File: src/rtl/pipe_ctrl_pkg.sv
// Shared encodings and constants for the 5-stage pipeline sequencing controller.
package pipe_ctrl_pkg;

  typedef enum logic [2:0] {
    S_IDLE   = 3'd0,
    S_RUN    = 3'd1,
    S_STEP   = 3'd2,
    S_DRAIN  = 3'd3,
    S_HALTED = 3'd4
  } state_t;

  localparam int          DRAIN_CYCLES = 3;
  localparam logic [1:0]  DRAIN_LOAD   = 2'(DRAIN_CYCLES);
  localparam logic [31:0] NOP_WORD     = 32'h0000_0000;

endpackage

File: src/rtl/pipeline_ctrl_unit_load_use_detect.sv
// Load-use hazard compare: a load in EX whose destination feeds the instruction in ID.
module load_use_detect #(
  parameter int NREG = 5
) (
  input  logic            i_ex_memread,
  input  logic [NREG-1:0] i_ex_rt,
  input  logic [NREG-1:0] i_id_rs,
  input  logic [NREG-1:0] i_id_rt,
  output logic            o_stall
);

  // $zero is never a real dependency, so a load targeting it cannot stall.
  assign o_stall = i_ex_memread && (i_ex_rt != '0) &&
                   ((i_ex_rt == i_id_rs) || (i_ex_rt == i_id_rt));

endmodule

File: src/rtl/pipeline_ctrl_unit.sv
// Pipeline sequencing/hazard controller: debug run/step/halt FSM, HALT drain and cycle counter.
// Define PIPE_CTRL_HAZARD_DETECT_EN to enable hardware load-use stalls (otherwise stall is tied 0).
module pipeline_ctrl_unit
  import pipe_ctrl_pkg::*;
#(
  parameter int NBITS    = 32,
  parameter int NREG     = 5,
  parameter int CNT_BITS = 32
) (
  input  logic                i_clk,
  input  logic                i_rst_n,
  input  logic                i_start,
  input  logic                i_step,
  input  logic                i_halt_req,
  input  logic [NREG-1:0]     i_id_rs,
  input  logic [NREG-1:0]     i_id_rt,
  input  logic                i_ex_memread,
  input  logic [NREG-1:0]     i_ex_rt,
  input  logic                i_branch_taken,
  input  logic                i_jump,
  output logic                o_pc_en,
  output logic                o_ifid_en,
  output logic                o_ifid_flush,
  output logic                o_idex_bubble,
  output logic                o_pipe_en,
  output logic                o_running,
  output logic                o_halted,
  output logic [CNT_BITS-1:0] o_cycle_cnt
);

`ifdef PIPE_CTRL_HAZARD_DETECT_EN
  localparam logic HAZARD_EN = 1'b1;
`else
  localparam logic HAZARD_EN = 1'b0;
`endif

  state_t              state_q, state_d;
  logic [1:0]          drain_q, drain_d;
  logic [CNT_BITS-1:0] cnt_q, cnt_d;
  logic                step_prev_q, step_prev_d;

  logic load_use;
  logic stall;
  logic flush;
  logic step_rise;
  logic adv;
  logic halt_ok;

  load_use_detect #(.NREG(NREG)) u_load_use_detect (
    .i_ex_memread (i_ex_memread),
    .i_ex_rt      (i_ex_rt),
    .i_id_rs      (i_id_rs),
    .i_id_rt      (i_id_rt),
    .o_stall      (load_use)
  );

  assign stall     = HAZARD_EN & load_use;
  assign flush     = (i_branch_taken | i_jump) & ~stall;
  assign step_rise = i_step & ~step_prev_q;
  assign adv       = (state_q == S_RUN) || (state_q == S_STEP) || (state_q == S_DRAIN);
  // A stalled HALT has not really been accepted yet; it must wait for the load to clear.
  assign halt_ok   = i_halt_req & ~stall;

  always_comb begin
    state_d       = state_q;
    drain_d       = drain_q;
    cnt_d         = cnt_q;
    step_prev_d   = i_step;
    o_pc_en       = 1'b0;
    o_ifid_en     = 1'b0;
    o_ifid_flush  = 1'b0;
    o_idex_bubble = 1'b0;
    o_pipe_en     = 1'b0;

    if (adv) cnt_d = cnt_q + CNT_BITS'(1);

    case (state_q)
      S_IDLE: begin
        if (i_start)        state_d = S_RUN;
        else if (step_rise) state_d = S_STEP;
      end
      S_RUN, S_STEP: begin
        o_pc_en       = ~stall;
        o_ifid_en     = ~stall;
        o_idex_bubble = stall;
        o_ifid_flush  = flush;
        o_pipe_en     = 1'b1;
        if (halt_ok) begin
          state_d = S_DRAIN;
          drain_d = DRAIN_LOAD;
        end else if (state_q == S_STEP) begin
          state_d = S_IDLE;
        end
      end
      S_DRAIN: begin
        // Fetch is frozen and NOPs flow in behind the HALT until it retires.
        o_ifid_en    = 1'b1;
        o_ifid_flush = 1'b1;
        o_pipe_en    = 1'b1;
        drain_d      = drain_q - 2'd1;
        if (drain_q == 2'd1) state_d = S_HALTED;
      end
      S_HALTED: ;
      default: state_d = S_IDLE;
    endcase
  end

  always_ff @(posedge i_clk or negedge i_rst_n) begin
    if (!i_rst_n) begin
      state_q     <= S_IDLE;
      drain_q     <= 2'd0;
      cnt_q       <= '0;
      step_prev_q <= 1'b0;
    end else begin
      state_q     <= state_d;
      drain_q     <= drain_d;
      cnt_q       <= cnt_d;
      step_prev_q <= step_prev_d;
    end
  end

  assign o_running   = (state_q == S_RUN);
  assign o_halted    = (state_q == S_HALTED);
  assign o_cycle_cnt = cnt_q;

endmodule

File: config.mk
export PLATFORM = sky130hd
export DESIGN_NAME = pipeline_ctrl_unit
export DESIGN_NICKNAME = d
export VERILOG_FILES = /design/src/rtl/pipe_ctrl_pkg.sv /design/src/rtl/pipeline_ctrl_unit_load_use_detect.sv /design/src/rtl/pipeline_ctrl_unit.sv
export SDC_FILE = /design/constraint.sdc
export NUM_CORES = 1
export LEC_CHECK = 0
export CORE_MARGIN = 10
export CORE_UTILIZATION = 46
export DETAILED_ROUTE_END_ITERATION = 6
export PLACE_DENSITY = 0.8
export SYNTH_ARGS = -nofsm -noshare
export SYNTH_HDL_FRONTEND = slang
export SYNTH_SLANG_ARGS = --single-unit
File: constraint.sdc
create_clock -name i_clk -period 1.75 [get_ports i_clk]
set_input_delay 0.525 -clock i_clk [delete_from_list [all_inputs] [get_ports i_clk]]
set_output_delay 0.525 -clock i_clk [all_outputs]
set_load 0.005 [all_outputs]
# Word level (Yosys, flattened, before mapping)
# Cells that the tools add are included.
# Widths: inputs -> output; s select.
word_totals:
  regBits: 38
  inputBits: 23
  output_inout_bits: 39
  elab_cells: 38
classes:
  n_addsub: 2
  n_eq_ne: 9
  muxes: 11
  bitwise: 4
  reduce_logical: 8
op_table:
  columns: ["cell", "n"]
  rows:
  - ["$add 32x1->32 const B", 1]
  - ["$mux 3", 5]
  - ["$pmux 3 s4", 1]
  - ["$eq 3x2->1 const B", 2]
  - ["$ne 3x3->1 const B", 2]
  - ["$pmux 2 s2", 1]
  - ["$reduce_and 4->1", 1]
  - ["$eq 3x1->1 const B", 1]
  - ["$eq 3x3->1 const B", 1]
  - ["$logic_not 3->1", 1]
  - ["$reduce_or 3->1", 1]
  - ["$eq 2x1->1 const B", 1]
  - ["$logic_or 1x1->1", 2]
  - ["$mux 1", 2]
  - ["$mux 2", 1]
  - ["$ne 2x1->1 const B", 1]
  - ["$ne 2x2->1 const B", 1]
  - ["$not 1->1", 2]
  - ["$pmux 1 s2", 1]
  - ["$reduce_and 2->1", 1]
  - ["$reduce_bool 2->1", 1]
  - ["$reduce_or 2->1", 1]
  - ["$sub 2x1->2 const B", 1]
  - ["$and 1x1->1", 1]
  - ["$or 1x1->1", 1]

# Longest topological paths before layout
# Gate-level depths: netlist (run 1).
depth:
  ltp_word: 5
  mapped_depth: 5

# Least setup slack after synthesis (run 1)
# Ideal clock, no wire load.
synth_path:
  path_type: "register to output"
  startpoint: "register state_q[1]"
  endpoint: "output o_pipe_en"
  arrival_time_ns: 1.088
  t_required_ns: 1.225
  path_slack_ns: 0.137
  stages_incl_launch_ff: 5
  path_buffers: 2
  path_cell_list: "dfrtp_1 > buf_2 > o21bai_4 > inv_1 > buf_4"
synth_via:
  elab_chain_len: 3
  word_cells_on_any_way: 5
synth_rtl:
  columns: ["item", "line_no", "source"]
  rows:
  - ["start, declared", "pipeline_ctrl_unit.sv:37", "state_t state_q, state_d;"]
  - ["start signal, assigned", "pipeline_ctrl_unit.sv:115", "state_q <= state_d;"]
  - ["$eq 3x1->1 or $eq 3x2->1 (tied branches)", null, null]
  - ["$reduce_or 3->1 (no source line) *", null, null]
  - ["$mux 1 *", null, null]
  - ["end, declared", "pipeline_ctrl_unit.sv:25", "output logic o_pipe_en,"]
# Every way passes the cells marked *; elsewhere a longest branch is shown, timed or not.

# Worst setup path after layout (run 1)
layout_path:
  startpoint: "register state_q[0]"
  endpoint: "output o_pc_en"
layout_via:
  elab_chain_len: 3
  word_cells_on_any_way: 4
layout_rtl:
  columns: ["item", "line_no", "source"]
  rows:
  - ["$eq 3x1->1 or $eq 3x2->1 (tied branches)", "pipeline_ctrl_unit.sv:77", "case (state_q)"]
  - ["$reduce_or 2->1 *", null, null]
  - ["$mux 1 *", "pipeline_ctrl_unit.sv:77", null]
  - ["end, declared", "pipeline_ctrl_unit.sv:21", "output logic o_pc_en,"]
# Marks and branches as above.

==> flow_summary.yaml, run 1 <==
cells_and_area:
  nets: 299
  final_cells: 325
  seq_area_um2: 962.2
  drive_above_1_share: 0.3745
  multiInputGateArea_um2: 918.4
  antennaDiodeCount: 0
  mostFrequentLayoutCells: "buf_4 (51), clkdlybuf4s50_1 (31), dfrtp_1 (29)"
  final_util: 0.7444
  final_common_cell: "buf_4"
  finalInstanceArea_um2: 2978
  fillers: 255
  area_growth_pct: 57.72
detailed_routing:
  routed_via_density: 5.255
  vias: 1708
  drtIter0Drc: 105
  drc: 0
  dr.pass1.iters: 4
  postRouteAntennaNets: 0
  wl_um: 5206
  wire_per_inst_um: 16.02
yosys:
  async_flop_share: 1.000
  syn_area_um2: 1888
  ys_ff_latch: 38
  netlist_instances: 170
  synth-edff-count: 0
  synth_cell_type_count: 35
  seq_area_frac_synth: 0.5036
  synth_area_per_cell_um2: 11.11
  ys.warnings.count: 0
  synth_nets: 195
  yosys_most_used_dff: "dfrtp_1"
grt:
  overflow: 0
  grt_max_degree: 22
  grt_first_pass_wirelength_um: 8852
  grt_pass1_vias: 1715
  antenna_found_initial: 0
  gr-usage-all-layers: 0.1512
sta:
  min_period_ps: 1833
  fin_ws_ps: -83.23
  grt_setup_unrepaired: "true"
  setup_violations: 3
  fin_crit_sh: 1.048
  hold_viol: 0
  timing.setup.tns_ps: -189.0
  drv_slew: 0
  clock_skew_ps: 1.665
  max_freq_ghz: 0.5455
placed_design:
  io_buffers: 44
  dpl.cell_count: 269
  gp_congestion: 0.7920
  hpwlAfterDp_um: 3097
  placed_area_um2: 2454
setup_path:
  cp.required_ps: 1220
  max_stage_delay_ps: 420
  critPathMaxFanout: 2
  timing.critical_path.buf_inv: 3
  path_class: "flip-flop to primary output"
  arrival_ps: 1310
  cp-end-kind: "primary output"
  cp_common_cell: "buf_6"
  critPathTopFamily: "flip-flops"
  slowest_stage: "dfrtp_2"
  crit_chain: "buf_6 > buf_6 > xnor2_2 > nor2_1 > buf_2"
  start_kind: "flip-flop"
min_path:
  hp-class: "input port to async pin"
die:
  rows: 23
  die_y_um: 84.07
  fp.dieW_um: 84.07
  core-area_um2: 4000
  dieArea_um2: 7067
  io_pins: 62
  initial_core_util: 0.4720
run:
  cap_violations: 0
cts:
  root_buffer: "clkbuf_8"
  insertion_delay_ps: 290
  tritoncts: "built"
  clock_sinks: 38
  cts_buffers: 5
  clk_pin_slew_ps: 70
  cts_max_level: 2
  clk_path_buf_depth: 2
power_and_ir_drop:
  irDropWorstVdd_uv: 804.1
  leakagePower_nw: 1.432
  power_density_nw_per_um2: 1094
outcome:
  status: "finished, violations left"
  violations: "setup timing"
[cells in the mapped netlist, types with 2 or more instances]
library cell	n	area [um2]
a21oi_1	4	20.02
and3_1	3	18.77
and4_1	2	17.52
buf_2	2	10.01
buf_4	2	15.01
dfrtp_1	38	950.9
ha_1	2	25.02
inv_1	3	11.26
nand2_1	17	63.81
nand3_1	8	40.04
nand4_1	14	87.58
nor2_1	12	45.04
nor3_1	7	35.03
nor4_2	2	25.02
nor4_4	3	63.81
or2_4	2	17.52
xnor2_1	26	227.7
xor2_1	6	52.55
[through the flow]
stage / worst slack [ps] / hold WS (ps) / total power, mW
4_1_cts: -251.8 / 171.9 / 3.150
6_report: -83.23 / 163.1 / 3.258
2_1_floorplan: 137.1 / 229.4 / 1.728
3_3_place_gp: -513.9 / 461.5 / 2.208
5_1_grt: -132.0 / 174.7 / 3.462
3_5_place_dp: -524.7 / 472.9 / 2.234
[metal layers]
metal  global-route usage  wire length (um)  vias to the layer above
li1                     -                 -                      800
met1               0.1791              2223                      847
met2               0.2503              2594                       53
met3              0.04785               306                        8
met4              0.05023                82                        0
met5                    0                 0                        -
[final timing paths]
| kind | from | to | cells past startpoint | slack [ps] |
|---|---|---|---|---|
| max | state_q[0] | o_pc_en | 5 | -80 |
| min | i_rst_n | step_prev_q | 1 | 160 |
| max reg2reg | state_q[0] | state_q[1] | 4 | 50 |
| min reg2reg | o_cycle_cnt[31] | o_cycle_cnt[31] | 1 | 490 |
| max in group asynchronous | i_rst_n | o_cycle_cnt[22] | 2 | 1130 |
| min in group i_clk | o_cycle_cnt[31] | o_cycle_cnt[31] | 1 | 490 |
[flip-flops by register name (all words and copies together) (netlist names)]
register     count
o_cycle_cnt     32
state_q          3
drain_q          2
step_prev_q      1
[kinds of logic (layout without fill, tap and decap cells)]
logic type / count (synthesis) / after routing / share of synthesized area
compound gates: 10 / 10 / 0.04043
xor+xnor: 32 / 32 / 0.1484
flops: 38 / 38 / 0.5036
buf+inv: 9 / 114 / 0.02717
simple gates: 78 / 78 / 0.2651
other cells: 1 / 1 / 0.001986
fa+ha+maj: 2 / 2 / 0.01325
[timing repair]
| item | CTS | global route |
|---|---|---|
| buffers inserted | 35 | 13 |
| cloned | 0 | 0 |
| endpoints found under the setup margin | 30 | 18 |
| resized for setup | 32 | 21 |
| hold buffers | 0 | 0 |
| pin swaps | 5 | 8 |
[power by group]
| group | internal [mW] | total [mW] | leakage, nW | switching, mW |
|---|---|---|---|---|
| clock | 0.398 | 0.699 | 0.0575 | 0.301 |
| sequential | 1.03 | 1.13 | 0.490 | 0.106 |
| combinational | 0.773 | 1.43 | 0.885 | 0.653 |
| total | 2.20 | 3.26 | 1.43 | 1.06 |
[area by class of cell]
cell class                      instances  area share
Clock buffer                            8     0.03697
Tap cell                               50     0.02101
Multi-Input combinational cell        123      0.3084
Timing Repair Buffer                  103      0.3067
Inverter                                3    0.003782
Sequential cell                        38      0.3231
(Power assumes the default switching activity.)
==> run 2, diff against run 1 <==
HOLD_SLACK_MARGIN = 0.08   (was default)
==> results of run 2 <==
No change in the layout: final DEF, timing and power equal those of run 1.
==> run 3, diff against run 2 <==
CORE_ASPECT_RATIO = 2   (was default)
==> flow_summary.yaml, run 3 (synthesized netlist as in run 1, its figures left out) <==
outcome:
  status: "finished, violations left"
  violations: "setup timing"
setup_path:
  start_kind: "flip-flop"
  critPathMaxFanout: 4
  cp-startpoint: "state_q[1]"
  regToRegStartpoint: "state_q[2]"
  crit_chain: "buf_6 > o21bai_4 > inv_2 > buf_2"
  cp-end-kind: "primary output"
  critPathTopFamily: "flip-flops"
  slowest_stage: "dfrtp_2"
  arrival_ps: 1240
  path_class: "flip-flop to primary output"
  timing.reg2reg.setup_slack_ps: 30
  cp.required_ps: 1220
  max_stage_delay_ps: 440
  timing.critical_path.buf_inv: 3
detailed_routing:
  vias: 1701
  wl_um: 5101
  wire_per_inst_um: 15.79
  postRouteAntennaNets: 0
  drc: 0
  routed_via_density: 5.266
  drtIter0Drc: 47
  dr.pass1.iters: 5
cts:
  cts_buffers: 5
  tritoncts: "built"
  clock_sinks: 38
  insertion_delay_ps: 290
  cts_max_level: 2
  root_buffer: "clkbuf_8"
  clk_pin_slew_ps: 70
  clk_path_buf_depth: 2
cells_and_area:
  drive_above_1_share: 0.3382
  final_common_cell: "buf_4"
  largest_register_ffs: 32
  nets: 296
  finalInstanceArea_um2: 2908
  antennaDiodeCount: 0
  area_growth_pct: 54.01
  mostFrequentLayoutCells: "buf_4 (53), dfrtp_1 (32), clkdlybuf4s50_1 (30)"
  final_util: 0.7411
run:
  cap_violations: 0
die:
  io_pins: 62
  fp.dieW_um: 65.30
  dieArea_um2: 7222
  rows: 32
  initial_core_util: 0.4812
  die_y_um: 110.6
  core-area_um2: 3924
placed_design:
  gp_congestion: 0.8475
  hpwlAfterDp_um: 3292
  io_buffers: 44
  placed_area_um2: 2460
sta:
  fin_crit_sh: 1.011
  setup_violations: 3
  max_freq_ghz: 0.5653
  hold_viol: 0
  timing.setup.tns_ps: -43.48
  min_period_ps: 1769
  whs_ps: 260.9
  drv_slew: 0
  grt_setup_unrepaired: "true"
  clock_skew_ps: 6.911
  fin_ws_ps: -18.91
min_path:
  hp-class: "input port to async pin"
grt:
  gr-usage-all-layers: 0.1413
  overflow: 0
  antenna_found_initial: 0
  grt_pass1_vias: 1794
  grt_max_degree: 39
  grt_first_pass_wirelength_um: 8259
power_and_ir_drop:
  irDropWorstVdd_uv: 995.0
  power_density_nw_per_um2: 1113
  leakagePower_nw: 1.420
[run 3: where the power goes]
part           leakage [nW]  switching, mW  internal, mW  total [mW]
clock network        0.0524          0.296         0.426       0.722
logic                 0.873          0.621         0.763        1.38
registers             0.495          0.105          1.03        1.13
[run 3: final cells by class]
| type | instances | area [um2] |
|---|---|---|
| clock buffer | 7 | 76.32 |
| timing repair buffer | 100 | 860.8 |
| clock inverter | 1 | 30.03 |
| sequential | 38 | 958.4 |
| inverter | 3 | 11.26 |
| tap | 51 | 63.81 |
| fill | 288 | 1016 |
| multi-input combinational | 123 | 907.1 |
[run 3: final timing paths]
| path | end | depth (start not counted) |
|---|---|---|
| setup / recovery | o_ifid_en | 4 |
| hold / removal | step_prev_q | 2 |
| setup reg to reg | o_cycle_cnt[17] | 6 |
| hold reg to reg | o_cycle_cnt[31] | 1 |
| max in group asynchronous | state_q[0] | 2 |
| min in group i_clk | o_cycle_cnt[31] | 1 |
[run 3: timing repair]
item / in CTS / in global routing
pin swaps: 5 / 7
endpoints found under the setup margin: 31 / 22
resized for setup: 31 / 13
buffers inserted: 31 / 10
hold buffers: 0 / 0
[run 3: metal layers]
metal / track usage / part of all wire / vias up
li1: - / - / 795
met1: 0.1339 / 0.35 / 840
met2: 0.2613 / 0.58 / 55
met3: 0.03134 / 0.050 / 11
met4: 0.07736 / 0.024 / 0
met5: 0 / 0 / -
[run 3: stage by stage]
step	power, mW	setup slack, ps	instances
finish	3.237	-18.91	323
global route	3.450	-61.59	323
floorplan	1.728	137.1	170
detailed placement	2.234	-553.0	274
global placement	2.209	-521.3	274
CTS	3.133	-85.75	313
